===== src/rtl/mem_pkg.sv =====
// Shared encodings for the load/store unit: access sizes, FSM states and
// the byte-lane helper used by both the FSM and the lane datapath.
package mem_pkg;

    localparam logic [2:0] SZ_B  = 3'b000;
    localparam logic [2:0] SZ_H  = 3'b001;
    localparam logic [2:0] SZ_W  = 3'b010;
    localparam logic [2:0] SZ_BU = 3'b100;
    localparam logic [2:0] SZ_HU = 3'b101;

    typedef enum logic [2:0] {
        ST_IDLE   = 3'd0,
        ST_RD     = 3'd1,
        ST_RMW_RD = 3'd2,
        ST_WR     = 3'd3,
        ST_FAULT  = 3'd4
    } state_t;

    // Lowest byte lane touched by an access; halfwords start on lane 0 or 2.
    function automatic logic [1:0] lane_index(input logic [1:0] addr_lo, input logic [2:0] size);
        lane_index = (size[1:0] == 2'b01) ? {addr_lo[1], 1'b0} : addr_lo;
    endfunction

endpackage


===== src/rtl/lsu_lane_unit.sv =====
// Combinational lane datapath: extracts and extends load data, and merges
// sub-word store data into a word read from memory.
module lsu_lane_unit
    import mem_pkg::*;
(
    input  logic [31:0] i_word,
    input  logic [1:0]  i_addr_lo,
    input  logic [2:0]  i_size,
    input  logic [31:0] i_wdata,
    output logic [31:0] o_load,
    output logic [31:0] o_merged
);

    logic [1:0]  w_lane;
    logic [4:0]  w_bit_ofs;
    logic [31:0] w_shifted;

    always_comb begin
        w_lane    = lane_index(i_addr_lo, i_size);
        w_bit_ofs = {w_lane, 3'b000};
        w_shifted = i_word >> w_bit_ofs;

        o_load = i_word;
        case (i_size[1:0])
            2'b00:   o_load = i_size[2] ? {24'd0, w_shifted[7:0]}
                                        : {{24{w_shifted[7]}}, w_shifted[7:0]};
            2'b01:   o_load = i_size[2] ? {16'd0, w_shifted[15:0]}
                                        : {{16{w_shifted[15]}}, w_shifted[15:0]};
            default: o_load = i_word;
        endcase

        o_merged = i_word;
        case (i_size[1:0])
            2'b00:   o_merged[w_bit_ofs +: 8]  = i_wdata[7:0];
            2'b01:   o_merged[w_bit_ofs +: 16] = i_wdata[15:0];
            default: o_merged = i_wdata;
        endcase
    end

endmodule


===== src/rtl/load_store_unit.sv =====
// MEM-stage load/store initiator for a word-addressed memory with
// combinational reads and falling-edge writes; sub-word stores use RMW.
module load_store_unit
    import mem_pkg::*;
#(
    parameter int MEM_DEPTH_LOG2 = 8,
    parameter bit RANGE_CHECK    = 1'b1
) (
    input  logic        clk,
    input  logic        rst,
    input  logic        req,
    input  logic        is_store,
    input  logic [2:0]  size,
    input  logic [31:0] addr,
    input  logic [31:0] wdata,
    output logic [31:0] rdata,
    output logic        done,
    output logic        err,
    output logic        busy,
    output logic [31:0] mem_address,
    output logic [31:0] mem_write_data,
    output logic        mem_write,
    output logic        mem_read,
    input  logic [31:0] mem_read_data,
    output state_t      dbg_state
);

    // Handshake: req is taken on any rising edge where busy=0; every accepted
    // request yields exactly one done pulse (err qualified by done) unless rst
    // aborts it. The requester holds req while busy=1.

    state_t      r_state;
    state_t      w_next;
    logic [2:0]  r_size;
    logic [31:0] r_addr;
    logic [31:0] r_wdata;
    logic [31:0] r_merge;
    logic [31:0] r_rdata;
    logic        r_done;
    logic        r_err;

    logic        w_misalign;
    logic        w_range;
    logic        w_fault;
    logic [31:0] w_load;
    logic [31:0] w_merged;

    lsu_lane_unit u_lane (
        .i_word    (mem_read_data),
        .i_addr_lo (r_addr[1:0]),
        .i_size    (r_size),
        .i_wdata   (r_wdata),
        .o_load    (w_load),
        .o_merged  (w_merged)
    );

    always_comb begin
        w_misalign = 1'b0;
        case (size)
            SZ_B, SZ_BU: w_misalign = 1'b0;
            SZ_H, SZ_HU: w_misalign = addr[0];
            SZ_W:        w_misalign = (addr[1:0] != 2'b00);
            default:     w_misalign = 1'b1;
        endcase
        w_range = RANGE_CHECK && ((64'(addr[31:2]) >> MEM_DEPTH_LOG2) != 64'd0);
        w_fault = w_misalign || w_range;
    end

    always_ff @(posedge clk) begin
        if (rst) begin
            r_state <= ST_IDLE;
            r_size  <= 3'd0;
            r_addr  <= 32'd0;
            r_wdata <= 32'd0;
            r_merge <= 32'd0;
            r_rdata <= 32'd0;
            r_done  <= 1'b0;
            r_err   <= 1'b0;
        end else begin
            r_state <= w_next;
            r_done  <= (r_state == ST_RD) || (r_state == ST_WR) || (r_state == ST_FAULT);
            r_err   <= (r_state == ST_FAULT);
            if (r_state == ST_IDLE && req) begin
                r_size  <= size;
                r_addr  <= addr;
                r_wdata <= wdata;
            end
            if (r_state == ST_RD)     r_rdata <= w_load;
            if (r_state == ST_RMW_RD) r_merge <= w_merged;
        end
    end

    always_comb begin
        w_next = r_state;
        case (r_state)
            ST_IDLE: begin
                if (req) begin
                    if (w_fault)             w_next = ST_FAULT;
                    else if (!is_store)      w_next = ST_RD;
                    else if (size == SZ_W)   w_next = ST_WR;
                    else                     w_next = ST_RMW_RD;
                end
            end
            ST_RD:     w_next = ST_IDLE;
            ST_RMW_RD: w_next = ST_WR;
            ST_WR:     w_next = ST_IDLE;
            ST_FAULT:  w_next = ST_IDLE;
            default:   w_next = ST_IDLE;
        endcase
    end

    // Write strobe is gated by rst so a reset in WR kills the falling-edge write.
    always_comb begin
        busy           = (r_state != ST_IDLE);
        mem_read       = (r_state == ST_RD) || (r_state == ST_RMW_RD);
        mem_write      = (r_state == ST_WR) && !rst;
        mem_address    = busy ? {2'b00, r_addr[31:2]} : 32'd0;
        mem_write_data = 32'd0;
        if (r_state == ST_WR)
            mem_write_data = (r_size == SZ_W) ? r_wdata : r_merge;
    end

    assign rdata     = r_rdata;
    assign done      = r_done;
    assign err       = r_err;
    assign dbg_state = r_state;

endmodule


===== config.mk =====
export PLATFORM = sky130hd
export DESIGN_NAME = load_store_unit
export DESIGN_NICKNAME = d
export VERILOG_FILES = /design/src/rtl/mem_pkg.sv /design/src/rtl/lsu_lane_unit.sv /design/src/rtl/load_store_unit.sv
export SDC_FILE = /design/constraint.sdc
export NUM_CORES = 1
export LEC_CHECK = 0
export ABC_AREA = 1
export BUFFER_PORTS_ARGS = -buffer_cell sky130_fd_sc_hd__buf_2
export CAP_MARGIN = 40
export CORE_UTILIZATION = 48
export DETAILED_ROUTE_END_ITERATION = 8
export PLACE_DENSITY = 0.75
export SYNTH_ARGS = -nofsm -noshare
export SYNTH_HDL_FRONTEND = slang
export SYNTH_SLANG_ARGS = --single-unit
export TNS_END_PERCENT = 1

===== constraint.sdc =====
create_clock -name clk -period 1.8 [get_ports clk]
set_input_delay 0.18 -clock clk [delete_from_list [all_inputs] [get_ports clk]]
set_output_delay 0.18 -clock clk [all_outputs]
set_load 0.02 [all_outputs]

==> metrics.log, run 1 <==
[metrics] mapped cell area: 7540 um^2
[metrics] Clk Latency, worst-skew pair: 0.42 ns
[metrics] initial core utilization: approximately half
[metrics] status: finished, violations left
[metrics] worst-margin pin slew: 0.850 ns
[metrics] number of maximum-capacitance constraint violations: 0
[metrics] area occupied by registers: ~2700 um^2
[metrics] number of CTS-inserted buffers: 17
[metrics] max-slew headroom at the worst pin: 43.3%
[metrics] Clk Tree Root Cell: sky130_fd_sc_hd__clkbuf_16
[metrics] data arrival time of the critical path: between 1.5 and 2 ns
[metrics] total negative slack: -6.90 ns
[metrics] Vert. Die Dim: between 100 and 150 um
[metrics] Inserted Diodes: 0
[metrics] routed vias/inst: 5.47
[metrics] total half-perimeter wirelength after legalization and detailed placement: between 15000 and 20000 um
[metrics] Largest delay share family, worst path: buffers and inverters
[metrics] Peak supply drop: 0.626 mV
[metrics] Max H-tree Level: 4
[metrics] Power per Cell Area: 826 nW/um^2
[metrics] minimum setup slack in the final design: -0.228 ns
[metrics] via count of the first global-routing pass: 7587
[metrics] Routability Congestion: 0.921
[metrics] final routed wire length divided by cell count: 16.2 um
[metrics] Antenna Nets Post-Route: 0
[metrics] warnings from Yosys: 0
[metrics] mean instance size in the synthesized netlist: 6.81 um^2
[metrics] worst-case clock skew: 0.00549 ns
[metrics] path class of the lowest-slack min-delay path: primary input to flop
[metrics] fraction of layout cells with a size suffix above 1: 28.4%
[metrics] fill cell total of the finished layout: 1420
[metrics] leakage power: between 4 and 5 nW
[metrics] Worst-path clk slew: 0.06 ns
[metrics] area of placed instances: 8880 um^2
[metrics] wire length of the first global-routing pass: 38600 um
[metrics] final cell area excluding filler cells: 9900 um^2
[metrics] count of cell types in the netlist: 34
[metrics] #FFs+latches synth: about 140
[metrics] clock sink total: around 140
[metrics] post-route fraction of the period consumed by the critical path: 113%
[metrics] data required time at the worst endpoint: 1.62 ns
[metrics] violations in the final reports: negative setup slack
[metrics] initial antenna violation count: 0
[metrics] number of pins exceeding their max-slew limit in the final report: 0
[metrics] via count: 8372
[metrics] CP dominant cell by count: sky130_fd_sc_hd__buf_12
[metrics] fmax: 493 MHz
[metrics] Hold-fix buffers, CTS: 0
[metrics] share of synthesized area occupied by flip-flops and latches: 36.1%
[metrics] floorplan die width: between 100 and 150 um
[metrics] number of detailed-routing iterations run before antenna repair: 5
[metrics] number of failing setup endpoints in the final timing report: 45
[metrics] maximum number of pins on one net before global-route repair: 87
[metrics] CP startpoint kind: flop
[metrics] clock tree from TritonCTS: done
[metrics] Layout Nets: 1417
[metrics] Worst Path Max Fanout: 19
[metrics] max incr delay on CP: about 0.47 ns
[metrics] layout overhead on the synthesized area: 31.3%
[metrics] pre-CTS setup slack: -0.133 ns
[metrics] overflow left after global routing: 0
[metrics] time the final worst path needs with I/O delays and setup: 2.03 ns
[metrics] # rows: 45
[metrics] number of cells produced by synthesis: 1108
[metrics] critical path class: flop to primary output
[metrics] GRT Total Usage: 30.5%
[metrics] share of synthesized registers carrying an async set or reset: 0%
[metrics] final hold viol count: 0
[metrics] input/output buffers: 204
[metrics] # DRC: 0
[metrics] number of primary I/O pins: approximately 210
[metrics] CP Cell Sequence: nor3_4 > buf_12 > buf_12 > buf_16 > a211oi_1 > buf_2
[metrics] Core Box Area: 15300 um^2
[metrics] largest buffer count on any clock path: 2
[metrics] utilization of the core after routing: 64.9%
[metrics] Design Power: 8.18 mW
[metrics] overall routed net length: 24800 um
[metrics] cell with the largest stage delay on the worst path: sky130_fd_sc_hd__dfxtp_1
[metrics] total area of multi-input combinational cells: just over 4000 um^2
[metrics] RSZ-0062 raised after global routing: yes
[metrics] die outline area: approximately 16000 um^2
[metrics] commonest register cell after synthesis: sky130_fd_sc_hd__dfxtp_1
[metrics] number of enable-type register cells in the synthesized netlist: 0
[metrics] Critical Path End Type: primary output
[metrics] Buffers & Inverters on Critical Path: 4
[metrics] First DRT Iteration DRCs: 765
-- logic make-up after synthesis --
group                    after synthesis  synth area share, %
adder cells (fa/ha/maj)                6                0.995
AND/OR/NAND/NOR                      373                 21.0
buffers and inverters                205                 12.5
other                                  1               0.0497
AO/OA/AOI/OAI                        387                 29.4
flip-flops                           136                 36.1
-- through the flow --
stage	std cells	hold WS (ns)
6_report	1530	0.0235
5_1_grt	1530	0.0483
4_1_cts	1528	0.00902
3_5_place_dp	1491	0.443
3_3_place_gp	1491	0.438
2_1_floorplan	1109	0.323
-- layout make-up --
| type | instances | share of cell area [%] |
|---|---|---|
| Clock buffer | 21 | 4.75 |
| Clock inverter | 9 | 1.01 |
| Inverter | 119 | 4.69 |
| Multi-Input combinational cell | 768 | 41.2 |
| Sequential cell | 136 | 27.6 |
| Tap cell | 211 | 2.67 |
| Timing Repair Buffer | 266 | 18.1 |
-- worst reg2reg max path, cell delays in order, from the launching register on --
cell,delay (ns)
sky130_fd_sc_hd__dfxtp_4,0.37
sky130_fd_sc_hd__inv_8,0.03
sky130_fd_sc_hd__buf_4,0.13
sky130_fd_sc_hd__nand2_4,0.06
sky130_fd_sc_hd__nand2_4,0.07
sky130_fd_sc_hd__ha_4,0.29
sky130_fd_sc_hd__buf_4,0.18
sky130_fd_sc_hd__o31ai_4,0.40
sky130_fd_sc_hd__a21oi_1,0.12
sky130_fd_sc_hd__a21oi_1,0.17
-- worst paths after layout --
| kind | startpoint | slack, ns | to | cells past startpoint |
|---|---|---|---|---|
| hold / removal | is_store | 0.02 | dbg_state[1] | 3 |
| setup reg to reg | r_size[1] | -0.09 | r_merge[13] | 9 |
| hold reg to reg | r_addr[3] | 0.45 | r_addr[3] | 2 |
| setup / recovery | r_size[2] | -0.23 | mem_write_data[5] | 6 |
-- cell usage after synthesis (all sizes together) (2+ instances only) --
master	count	share of area, %
a211oi	32	4.4
a21oi	189	13
buf	53	4.8
clkbuf	33	1.7
dfxtp	136	36
ha	6	1.0
inv	119	6.0
nand2	154	8.0
nand3	77	5.3
nor2	139	7.3
nor3	2	0.28
o211ai	19	1.9
o21a	16	1.6
o21ai	121	8.1
o22ai	8	0.66
-- per-layer routing --
layer | vias up | routed length [um] | GRT usage, %
li1 | 4085 | - | -
met1 | 3836 | 10200 | 38.3
met2 | 392 | 11500 | 49.9
met3 | 59 | 2290 | 8.25
met4 | 0 | 768 | 11.3
met5 | - | 0 | 0
-- sequential cells by signal, summed over array words and instances, names as in the netlist --
signal / cells
dbg_state: 3
done: 1
err: 1
r_addr: 32
r_merge: 32
r_size: 3
r_wdata: 32
rdata: 32
-- layout by cell type, fill, tap and decap left out, types with 5 or more instances in the layout --
cell type / n
sky130_fd_sc_hd__a211oi_2: 28
sky130_fd_sc_hd__a21oi_1: 186
sky130_fd_sc_hd__buf_12: 10
sky130_fd_sc_hd__buf_2: 178
sky130_fd_sc_hd__buf_4: 69
sky130_fd_sc_hd__clkbuf_16: 18
sky130_fd_sc_hd__clkinv_2: 5
sky130_fd_sc_hd__dfxtp_1: 132
sky130_fd_sc_hd__inv_1: 111
sky130_fd_sc_hd__inv_2: 5
sky130_fd_sc_hd__nand2_1: 146
sky130_fd_sc_hd__nand3_1: 74
sky130_fd_sc_hd__nor2_1: 129
sky130_fd_sc_hd__nor2_2: 5
sky130_fd_sc_hd__nor2_4: 5
sky130_fd_sc_hd__o211ai_1: 19
sky130_fd_sc_hd__o21a_1: 16
sky130_fd_sc_hd__o21ai_0: 105
sky130_fd_sc_hd__o21ai_1: 8
sky130_fd_sc_hd__o21ai_2: 7
sky130_fd_sc_hd__o22ai_1: 8
-- report_power, final --
part / switching (mW) / internal [mW] / total [mW]
Clock: 1.30 / 2.12 / 3.42
Combinational: 0.991 / 0.573 / 1.56
Sequential: 0.0657 / 3.13 / 3.20
-- repair_timing --
item	CTS	global route
gates resized for setup	56	28
endpoints found under the setup margin	81	114
gates cloned	4	1
pin swaps	6	7
setup buffers	3	1
Note: power is estimated with default switching activity, not from simulation.
==> run 2: changes to the inputs <==
CORE_MARGIN = 5   (was unset)
==> metrics.log, run 2 (synthesis results as in run 1) <==
[metrics] status: finished, violations left
[metrics] violations in the final reports: negative setup slack
[metrics] # DRC: 0 (unchanged)
[metrics] total half-perimeter wirelength after legalization and detailed placement: 18400 um (+6.8%)
[metrics] Worst-path clk slew: 0.06 ns (about the same)
[metrics] Routability Congestion: 0.900 (-2.3%)
[metrics] overall routed net length: 25600 um (+3.0%)
[metrics] Inserted Diodes: 0 (unchanged)
[metrics] setup slack on the worst flop-to-flop path: -0.05 ns (+0.04 ns)
[metrics] initial core utilization: 49.2% (-0.18 points)
[metrics] final cell area excluding filler cells: 9900 um^2 (unchanged)
[metrics] data required time at the worst endpoint: 1.62 ns (about the same)
[metrics] post-route fraction of the period consumed by the critical path: 113% (about the same)
[metrics] First DRT Iteration DRCs: 704 (-8.0%)
[metrics] number of primary I/O pins: 207 (unchanged)
[metrics] number of pins exceeding their max-slew limit in the final report: 0 (unchanged)
[metrics] routed length on met3: 2380 um (+4.0%)
[metrics] path class of the lowest-slack min-delay path: primary input to flop
[metrics] clock tree from TritonCTS: done
[metrics] worst-case clock skew: 0.00923 ns (+0.00374 ns)
[metrics] metal1 wirelength: 10700 um (+4.4%)
[metrics] Critical Path End Type: primary output
[metrics] Hold-fix buffers, CTS: 0 (unchanged)
[metrics] Power per Cell Area: 857 nW/um^2 (+3.7%)
[metrics] die outline area: 18300 um^2 (+13%)
[metrics] Clk Tree Root Cell: sky130_fd_sc_hd__clkbuf_16
[metrics] post-route worst hold slack: 0.0184 ns (-0.00504 ns)
[metrics] number of detailed-routing iterations run before antenna repair: 5 (unchanged)
[metrics] Core Box Area: 15300 um^2 (+0.37%)
[metrics] clock sink total: 136 (unchanged)
[metrics] Layout Nets: 1413 (-0.28%)
[metrics] number of placed instances with taps included: 1486 (-0.34%)
[metrics] input/output buffers: 204 (unchanged)
[metrics] Peak supply drop: 0.732 mV (+17%)
[metrics] leakage power: 4.45 nW (-0.51%)
[metrics] commonest non-fill, non-tap cells in the layout: sky130_fd_sc_hd__a21oi_1, sky130_fd_sc_hd__buf_2, sky130_fd_sc_hd__nand2_1
[metrics] Top Metal Used: met4
[metrics] Clk Latency, worst-skew pair: 0.43 ns (about the same)
[metrics] routed vias/inst: 5.45 (-0.34%)
[metrics] GRT Total Usage: 26.8% (-3.7 points)
[metrics] Max H-tree Level: 4 (unchanged)
[metrics] # rows: 45 (unchanged)
[metrics] overflow left after global routing: 0 (unchanged)
[metrics] Vert. Die Dim: 135 um (+6.3%)
[metrics] time the final worst path needs with I/O delays and setup: 2.03 ns (-0.00141 ns)
[metrics] leading cell type in the layout, fill and taps excluded: sky130_fd_sc_hd__a21oi_1
[metrics] number of CTS-inserted buffers: 17 (unchanged)
[metrics] total met2 wirelength after detailed routing: 11800 um (+2.0%)
[metrics] via count: 8333 (-0.47%)
[metrics] RSZ-0062 raised after global routing: yes
[metrics] pre-CTS setup slack: -0.0238 ns (+0.109 ns)
[metrics] layout overhead on the synthesized area: 31.3% (unchanged)
[metrics] critical path class: flop to primary output
[metrics] area of placed instances: 8890 um^2 (about the same)
[metrics] Worst Path Max Fanout: 6 (-13)
[metrics] fmax: 494 MHz (about the same)
[metrics] largest buffer count on any clock path: 2 (unchanged)
[metrics] wire length of the first global-routing pass: 39400 um (+2.0%)
[metrics] Antenna Nets Post-Route: 0 (unchanged)
[metrics] number of maximum-capacitance constraint violations: 0 (unchanged)
[metrics] data arrival time of the critical path: 1.85 ns (about the same)
[metrics] CP startpoint kind: flop
[metrics] final routed wire length divided by cell count: 16.7 um (+3.1%)
[metrics] number of failing setup endpoints in the final timing report: 35 (-22%)
[metrics] fraction of layout cells with a size suffix above 1: 28.2% (-0.26 points)
[metrics] non-filler instance count after layout: 1528 (-0.13%)
[metrics] final hold viol count: 0 (unchanged)
[metrics] minimum setup slack in the final design: -0.226 ns (+0.00141 ns)
[metrics] maximum number of pins on one net before global-route repair: 62 (-29%)
[metrics] initial antenna violation count: 0 (unchanged)
[metrics] Design Power: 8.48 mW (+3.7%)
[metrics] floorplan die width: 135 um (+6.3%)
[metrics] via count of the first global-routing pass: 7666 (+1.0%)
## run 2: metrics by stage
step                setup TNS [ns]  utilization (%)
floorplan                    -1.90                -
global placement                 0             58.0
detailed placement         -0.0315             58.0
CTS                          -7.74             63.1
global route                 -9.27             64.6
finish                       -5.44             64.6
## run 2: timing repair
item / in CTS / in global routing
cloned: 1 / 3
buffers inserted: 3 / 3
hold endpoints to repair: 0 / 0
setup endpoints to repair: 68 / 88
pin swaps: 1 / 6
gates resized for setup: 36 / 45
## run 2: path summary, 6_finish.rpt
| check | cells past startpoint | start | endpoint |
|---|---|---|---|
| min reg2reg | 2 | r_addr[25] | r_addr[25] |
| max | 8 | r_size[1] | mem_write_data[2] |
| max reg2reg | 12 | r_size[1] | r_merge[25] |
| min | 3 | is_store | dbg_state[1] |
## run 2: metal layers
metal	up-vias	GRT usage, %
met5	-	0
met4	0	9.80
met3	61	7.39
met2	373	43.2
met1	3823	34.3
li1	4076	-
## run 2: power breakdown
part           switching, mW  internal (mW)
Clock                   1.42           2.32
Combinational          0.983          0.559
Sequential            0.0644           3.13
Total                   2.47           6.01
## run 2: layout make-up
cell class / instances / area, um^2
well taps: 211 / 264
fillers: 1414 / 5410
clock inverters: 15 / 200
inverters: 119 / 464
repair buffers: 262 / 1750
clock buffers: 17 / 425
multi-input cells: 768 / 4060
flip-flops and latches: 136 / 2730
## run 2: critical path: stages, from the launching register on
cell                       delay [ns]
sky130_fd_sc_hd__dfxtp_4         0.37
sky130_fd_sc_hd__inv_8           0.03
sky130_fd_sc_hd__buf_6           0.11
sky130_fd_sc_hd__nor3_4          0.16
sky130_fd_sc_hd__buf_6           0.17
sky130_fd_sc_hd__buf_12          0.13
sky130_fd_sc_hd__nor2_2          0.04
sky130_fd_sc_hd__a211oi_2        0.23
sky130_fd_sc_hd__buf_4           0.18
